### src/rtl/laser_pkg.sv
// Shared constants, state encoding and distance helpers for the laser host
// and any engine-side code that needs the same coverage rule.
package laser_pkg;

  localparam int NUM_POINTS = 40;
  localparam int RADIUS_SQ  = 16;
  localparam int COORD_W    = 4;

  typedef enum logic [2:0] {
    S_IDLE   = 3'd0,
    S_PULSE  = 3'd1,
    S_STREAM = 3'd2,
    S_WAIT   = 3'd3,
    S_SCORE  = 3'd4,
    S_REPORT = 3'd5
  } laser_state_e;

  // Plain constants keep the state register a simple logic vector
  localparam logic [2:0] ST_IDLE   = S_IDLE;
  localparam logic [2:0] ST_PULSE  = S_PULSE;
  localparam logic [2:0] ST_STREAM = S_STREAM;
  localparam logic [2:0] ST_WAIT   = S_WAIT;
  localparam logic [2:0] ST_SCORE  = S_SCORE;
  localparam logic [2:0] ST_REPORT = S_REPORT;

  function automatic logic [COORD_W-1:0] abs_diff(input logic [COORD_W-1:0] a,
                                                  input logic [COORD_W-1:0] b);
    return (a >= b) ? (a - b) : (b - a);
  endfunction

  // 15*15 + 15*15 = 450 fits in 9 bits, so the sum never wraps
  function automatic logic [8:0] dist_sq(input logic [COORD_W-1:0] dx,
                                         input logic [COORD_W-1:0] dy);
    logic [7:0] sx;
    logic [7:0] sy;
    sx = {4'b0, dx} * {4'b0, dx};
    sy = {4'b0, dy} * {4'b0, dy};
    return {1'b0, sx} + {1'b0, sy};
  endfunction

endpackage

### src/rtl/laser_cover_chk.sv
// Combinational check: is one point inside either of two fixed-radius circles.
module laser_cover_chk
  import laser_pkg::*;
(
  input  logic [COORD_W-1:0] px,
  input  logic [COORD_W-1:0] py,
  input  logic [COORD_W-1:0] c1x,
  input  logic [COORD_W-1:0] c1y,
  input  logic [COORD_W-1:0] c2x,
  input  logic [COORD_W-1:0] c2y,
  output logic               covered
);

  logic [8:0] d1;
  logic [8:0] d2;

  assign d1 = dist_sq(abs_diff(px, c1x), abs_diff(py, c1y));
  assign d2 = dist_sq(abs_diff(px, c2x), abs_diff(py, c2y));

  // A point inside both circles still yields a single covered bit
  assign covered = (d1 <= 9'(RADIUS_SQ)) || (d2 <= 9'(RADIUS_SQ));

endmodule

### src/rtl/laser_host.sv
// Laser host: holds a 40-point table, streams it to the circle engine and
// reports the result. Define LASER_HOST_SCORE_EN to build the coverage scorer.
module laser_host
  import laser_pkg::*;
#(
  parameter int TIMEOUT = 200000
) (
  input  logic       CLK,
  input  logic       RST,
  input  logic       LOAD_EN,
  input  logic [5:0] LOAD_IDX,
  input  logic [3:0] LOAD_X,
  input  logic [3:0] LOAD_Y,
  input  logic       START,
  output logic       ENG_RST,
  output logic [3:0] X,
  output logic [3:0] Y,
  input  logic [3:0] C1X,
  input  logic [3:0] C1Y,
  input  logic [3:0] C2X,
  input  logic [3:0] C2Y,
  input  logic       ENG_DONE,
  output logic       BUSY,
  output logic       VALID,
  output logic       TIMEOUT_ERR,
  output logic [5:0] SCORE
);

  localparam logic [5:0]  LAST_IDX  = 6'(NUM_POINTS - 1);
  localparam logic [19:0] WAIT_LAST = 20'(TIMEOUT - 1);

  logic [2:0]  state;
  logic [5:0]  idx;
  logic [19:0] wait_cnt;
  logic [3:0]  c1x_q, c1y_q, c2x_q, c2y_q;
  logic        valid_q;
  logic        terr_q;
  logic [5:0]  score_q;
  logic [3:0]  mem_x [NUM_POINTS];
  logic [3:0]  mem_y [NUM_POINTS];
  logic [3:0]  pt_x;
  logic [3:0]  pt_y;
  logic        covered;
`ifdef LASER_HOST_SCORE_EN
  logic [5:0]  acc;
`endif

  // The point table deliberately has no reset so it survives RST
  always_ff @(posedge CLK) begin
    if (state == ST_IDLE && LOAD_EN && LOAD_IDX < 6'(NUM_POINTS)) begin
      mem_x[LOAD_IDX] <= LOAD_X;
      mem_y[LOAD_IDX] <= LOAD_Y;
    end
  end

  assign pt_x = mem_x[idx];
  assign pt_y = mem_y[idx];

  laser_cover_chk u_cover (
    .px      (pt_x),
    .py      (pt_y),
    .c1x     (c1x_q),
    .c1y     (c1y_q),
    .c2x     (c2x_q),
    .c2y     (c2y_q),
    .covered (covered)
  );

`ifndef LASER_HOST_SCORE_EN
  logic unused_cover;
  assign unused_cover = covered;
`endif

  always_ff @(posedge CLK or posedge RST) begin
    if (RST) begin
      state    <= ST_IDLE;
      idx      <= '0;
      wait_cnt <= '0;
      c1x_q    <= '0;
      c1y_q    <= '0;
      c2x_q    <= '0;
      c2y_q    <= '0;
      valid_q  <= 1'b0;
      terr_q   <= 1'b0;
      score_q  <= '0;
`ifdef LASER_HOST_SCORE_EN
      acc      <= '0;
`endif
    end else begin
      case (state)
        ST_IDLE: begin
          if (START) begin
            state   <= ST_PULSE;
            valid_q <= 1'b0;
            terr_q  <= 1'b0;
            score_q <= '0;
          end
        end
        ST_PULSE: begin
          state <= ST_STREAM;
          idx   <= '0;
        end
        ST_STREAM: begin
          if (idx == LAST_IDX) begin
            state    <= ST_WAIT;
            idx      <= '0;
            wait_cnt <= '0;
          end else begin
            idx <= idx + 6'd1;
          end
        end
        // A DONE on the final allowed cycle still wins over the timeout
        ST_WAIT: begin
          if (ENG_DONE) begin
            c1x_q <= C1X;
            c1y_q <= C1Y;
            c2x_q <= C2X;
            c2y_q <= C2Y;
`ifdef LASER_HOST_SCORE_EN
            state <= ST_SCORE;
            acc   <= '0;
`else
            state   <= ST_REPORT;
            score_q <= '0;
            valid_q <= 1'b1;
`endif
          end else if (wait_cnt == WAIT_LAST) begin
            state   <= ST_REPORT;
            terr_q  <= 1'b1;
            score_q <= '0;
            valid_q <= 1'b1;
          end else begin
            wait_cnt <= wait_cnt + 20'd1;
          end
        end
`ifdef LASER_HOST_SCORE_EN
        ST_SCORE: begin
          acc <= acc + {5'b0, covered};
          if (idx == LAST_IDX) begin
            state   <= ST_REPORT;
            score_q <= acc + {5'b0, covered};
            valid_q <= 1'b1;
          end else begin
            idx <= idx + 6'd1;
          end
        end
`endif
        ST_REPORT: begin
          state <= ST_IDLE;
        end
        default: begin
          state <= ST_IDLE;
        end
      endcase
    end
  end

  assign ENG_RST     = (state == ST_PULSE);
  assign X           = (state == ST_STREAM) ? pt_x : 4'd0;
  assign Y           = (state == ST_STREAM) ? pt_y : 4'd0;
  assign BUSY        = (state == ST_PULSE) || (state == ST_STREAM) ||
                       (state == ST_WAIT)  || (state == ST_SCORE);
  assign VALID       = valid_q;
  assign TIMEOUT_ERR = terr_q;
  assign SCORE       = score_q;

endmodule

### config.mk
export PLATFORM = sky130hd
export DESIGN_NAME = laser_host
export DESIGN_NICKNAME = d
export VERILOG_FILES = /design/src/rtl/laser_pkg.sv /design/src/rtl/laser_cover_chk.sv /design/src/rtl/laser_host.sv
export SDC_FILE = /design/constraint.sdc
export NUM_CORES = 1
export LEC_CHECK = 0
export CORE_MARGIN = 5
export CORE_UTILIZATION = 55
export DETAILED_ROUTE_END_ITERATION = 12
export HOLD_SLACK_MARGIN = 0.08
export PLACE_DENSITY_LB_ADDON = 0.15
export SLEW_MARGIN = 20
export SYNTH_ARGS = -nofsm -noshare
export SYNTH_HDL_FRONTEND = slang
export SYNTH_SLANG_ARGS = --single-unit
### constraint.sdc
create_clock -name CLK -period 2.9 [get_ports CLK]
set_clock_uncertainty 0.2 [all_clocks]
set_input_delay 0.58 -clock CLK [delete_from_list [all_inputs] [get_ports CLK]]
set_output_delay 0.58 -clock CLK [all_outputs]
set_load 0.1 [all_outputs]
# == Yosys cells after proc, flatten, opt, wreduce, memory -nomap -nowiden ==
# Memory sizes are Yosys's and may differ from the RTL's.
# Index checks and enable logic that the tools add are counted.
# totals
reg_bits,37
ram_bits,320
input_bits,35
n_memories,2
# classes
add_sub_neg,2
n_lt_le_gt_ge,1
eq_ne,12
mux,25
n_reduce_logical,13
# mem_list
name,words,word_bits,read_ports,rd_clocked_by_memory_dff,write_ports,line,rtl
mem_x,40,4,1,0,1,laser_host.sv:39,logic [3:0] mem_x [NUM_POINTS];
mem_y,40,4,1,0,1,laser_host.sv:40,logic [3:0] mem_y [NUM_POINTS];
# op_table
op,n
$mux W20,3
$pmux W20 S2,1
$mux W6,4
$pmux W6 S2,2
$add A20 B1 Y20 const B,1
$eq A20 B18 Y1 const B,1
$mux W3,4
$pmux W3 S4,1
$ne A2 B2 Y1 const B,5
$mux W4,2
$reduce_and A4 Y1,2
$add A6 B1 Y6 const B,1
$eq A3 B2 Y1 const B,2
$eq A6 B6 Y1 const B,1
$lt A6 B6 Y1 const B,1
$mux W1,6
$reduce_and A3 Y1,2
$reduce_bool A2 Y1,3
$pmux W1 S2,2
$eq A3 B1 Y1 const B,1
$eq A3 B3 Y1 const B,1
$logic_not A3 Y1,1
$logic_or A1 B1 Y1,3
$ne A3 B3 Y1 const B,1
$logic_and A1 B1 Y1,2

# == Depth between registers and ports, before layout ==
# logic_depth
word_depth,5
depth_mapped,9
depth_no_buf,6

# == Worst setup path after synthesis ==
# No wires, ideal clock.
# synth_path
path_kind,register to output
from,register idx[0]
to,output X[0]
arrival_ps,3226
setup_slack_ps,-1106
path_stages_with_launch,10
path_cell_list,dfrtp_1 clkbuf_1 buf_4 buf_2 nand2b_1 clkbuf_1 o22ai_1 o21ai_0 nand2_1 a21oi_1
# synth_via
elab_chain_len,2
# synth_lines
element,line,rtl
start: declaration,laser_host.sv:33,logic [5:0] idx;
start signal: assignment,laser_host.sv:109,idx <= idx + 6'd1;
$mem_v2 Z40 W4,--,
$mux W4,laser_host.sv:159,assign X = (state == ST_STREAM) ? pt_x : 4'd0;
end: declaration,laser_host.sv:16,"output logic [3:0] X,"
# Every way passes these cells.

# == Final worst setup path ==
# Same ends and word-level chain as after synthesis.

==> results.md <==
* Status: complete, but fails checks
* Failing checks: negative setup slack
* Slowest cell on crit path: dfrtp_4
* Worst-path clk slew at 0.06 ns
* Normalized max-slew margin at between 50% and 60%
* Mapped Cells at roughly 850
* DRT iter0 DRCs at 785
* Final worst setup slack at -0.448 ns
* Minimum clock period at ~3.3 ns
* DRT Pass-1 Iters at 5
* Die Area at a little under 0.03 mm2
* Max-Cap Viols at 0
* Grt total ovfl at 0
* Async SR Flop Fraction at between 8 and 9%
* Hold Violations, Final at 0
* Fraction of layout cells with a size suffix above 1 at a little over a third
* Drt total wl at 32,500 um
* Nets at a little over 1,000
* Vias/cell at about 6.2
* Critical Path AT at roughly 2.6 ns
* Largest family of logic cells by synthesized area: multiplexers
* Worst Hold Class: in2async
* Remaining DRCs at 0
* Most frequent cells in the layout: edfxtp_1 (320), buf_4 (81), nor2_1 (70), mux4_2 (48), mux2_2 (44)
* CP peak stage delay at around 0.54 ns
* WP buf/inv at 3
* Compound-gate portion of the synthesized area at about 5.6%
* Post-synth EDFFs at 320
* Synth cell types at between 50 and 60
* RSZ-0062 raised after global routing: yes
* Slew at the pin with the worst max-slew slack at roughly 0.67 ns
* Area delta synth->final at 22.9%
* Antenna cells at 0
* Final setup viols at 8
* WHS at approximately 0.25 ns
* Yosys top cell by area: edfxtp_1
* # clock sinks at roughly 350
* Met3 wire length at roughly 2100 um
* Crit-path most repeated cell: buf_12
* Crit path cell chain: buf_6, buf_12, mux4_2, nor2b_4, a221oi_2, o21ai_2, a21oi_4, buf_12
* Chip height at 172 um
* Slew Viols, Final at 0
* Post-route ant nets at 0
* I/O pin count at 53
* Yosys top cell area share at 66.9%
* First-pass GRT wire length at 49,300 um
* Synth top area cells: edfxtp_1 (67%), mux4_2 (7.5%), dfrtp_1 (5.4%)
* Mux cell area share after synthesis at between 10% and 20%
* Final Instance Area at approximately 0.018 mm2
* H-tree depth at 2
* Post-synthesis sequential element count at between 300 and 400
* Avg Cell Area, Syn at 16.9 um2
* DP HPWL at roughly 20,000 um
* # port buffers at 30
* CTS tree: built
* Die W at 172 um
* Largest net degree at the start of global routing at 47
* Via count at 8,202
* GRT Util Overall at between 20 and 25%
* Critical path class: reg2out
* Required time of the critical path at approximately 2.1 ns
* Top Layer Used: met4
* Synth Cell Area at about 0.014 mm2
* Placed inst area at about 0.016 mm2
* Commonest non-fill, non-tap cell in the layout: edfxtp_1
* Routed met1 length at ~13,000 um
* Synth Area in Simple Gates at under 10%
* Worst IR drop on VDD at 1400 uV
* Worst-path fanout max at 5
* Max Clk Rate at 299 MHz
* Root buffer cell: clkbuf_16
* Vias in the first global route at 8,210
* Antenna violations before repair at 0
* Core area at roughly 0.026 mm2
* Post-synthesis sequential area ratio at 72.3%
* Worst Setup End Kind: output port
* CTS Buffer Depth at 3
* Adder-cell share of the synthesized area at 0.174%
* Overall power at roughly 15 mW
* Wire per inst at 24.4 um
* Clock buffer count from CTS at 36
* Rows at around 60
* Met2 wire length at about 16,000 um
* Initial core utilization at 55.4%
* Final GP Congestion at just over 0.8
* Leakage at 5.88 nW
* Clock latency on the worst-skew pair at 0.53 ns
* Ys flop type: edfxtp_1
* Startpoint Class: flop
* Delay-heaviest family, CP: compound AO/OA/AOI/OAI gates
* Post-Place Worst Slack at -0.141 ns
* Yosys warns at 0
* Final Cycle Share at 115%
* Xor/xnor share of the synthesized area at 0.0610%
* Pwr Density at approximately 880 mW/mm2
[final timing paths]
kind,startpoint,to,slack (ns),cells after the start
hold / removal,RST,idx[0],0.25,3
setup reg to reg,idx[1],wait_cnt[18],0.21,9
max in group asynchronous,RST,idx[1],1.92,3
setup / recovery,idx[0],X[0],-0.45,8
min in group CLK,wait_cnt[12],wait_cnt[12],0.31,1
hold reg to reg,wait_cnt[12],wait_cnt[12],0.31,1
[where the power goes]
part	internal, mW	switching (mW)	total (mW)
clock	2.48	1.84	4.32
sequential	5.61	0.107	5.72
combinational	2.45	2.98	5.43
[kinds of logic after synthesis]
logic type,Yosys count
buffers and inverters,58
other,1
XOR/XNOR,1
multiplexers,115
AO/OA/AOI/OAI,121
adder cells (fa/ha/maj),2
flip-flops,351
AND/OR/NAND/NOR,203
[area by class of cell]
class                   count  area (um2)
clock buffers              47         973
clock inverters            16         133
fillers                  1646        8260
inverters                   6        22.5
multi-input cells         448        4360
flip-flops and latches    351       10400
well taps                 335         419
repair buffers            129        1360
[sequential cells by signal, summed over array words and instances, names as in the netlist]
| signal | count |
|---|---|
| idx | 6 |
| mem_x | 160 |
| mem_y | 160 |
| state | 3 |
| VALID | 1 |
| TIMEOUT_ERR | 1 |
| wait_cnt | 20 |
[metal layers]
| layer | GRT usage [%] | vias up |
|---|---|---|
| met4 | 5.44 | 0 |
| li1 | - | 3639 |
| met2 | 37.0 | 307 |
| met1 | 31.8 | 4201 |
| met5 | 0 | - |
| met3 | 3.33 | 55 |
[per-stage QoR]
stage | setup TNS, ns | std cells | utilization, %
final | -3.29 | 1332 | 68.1
after global routing | -3.70 | 1332 | 68.1
after floorplan | 0 | 857 | -
after detailed placement | -0.575 | 1257 | 60.8
after global placement | -0.300 | 1257 | 60.8
after CTS | -3.93 | 1328 | 67.0
[worst register-to-register path, cell delays in order, from the launching register on]
cell	delay (ns)
dfrtp_4	0.54
buf_4	0.18
buf_6	0.17
buf_4	0.15
ha_1	0.24
nand2_1	0.14
nor4_2	0.07
and2_4	0.21
or4_2	0.65
nand2_1	0.09
[repair_timing]
action,4_1_cts,5_1_grt
buffers inserted,6,8
gates cloned,3,3
pin swaps,25,24
endpoints found under the setup margin,8,15
resized for setup,71,62
hold buffers,0,0
[cell usage after synthesis (all sizes together) (3+ instances only)]
cell type and n:
nor2b 12, dfrtp 31, o221ai 8, o21ai 28, nor3b 3, or4 12, and3b 3, buf 29
edfxtp 320, mux2i 19, nand2b 4, mux4 48, nor2 72, a221oi 8, nand2 38, nand3b 6
o22ai 28, clkbuf 23, a22oi 8, mux2 48, o211ai 9, a21oi 17, a22o 3, nor3 12
nand4 5, and3 3, inv 6, nand3 19, or3b 3
Note: power is estimated with default switching activity, not from simulation.
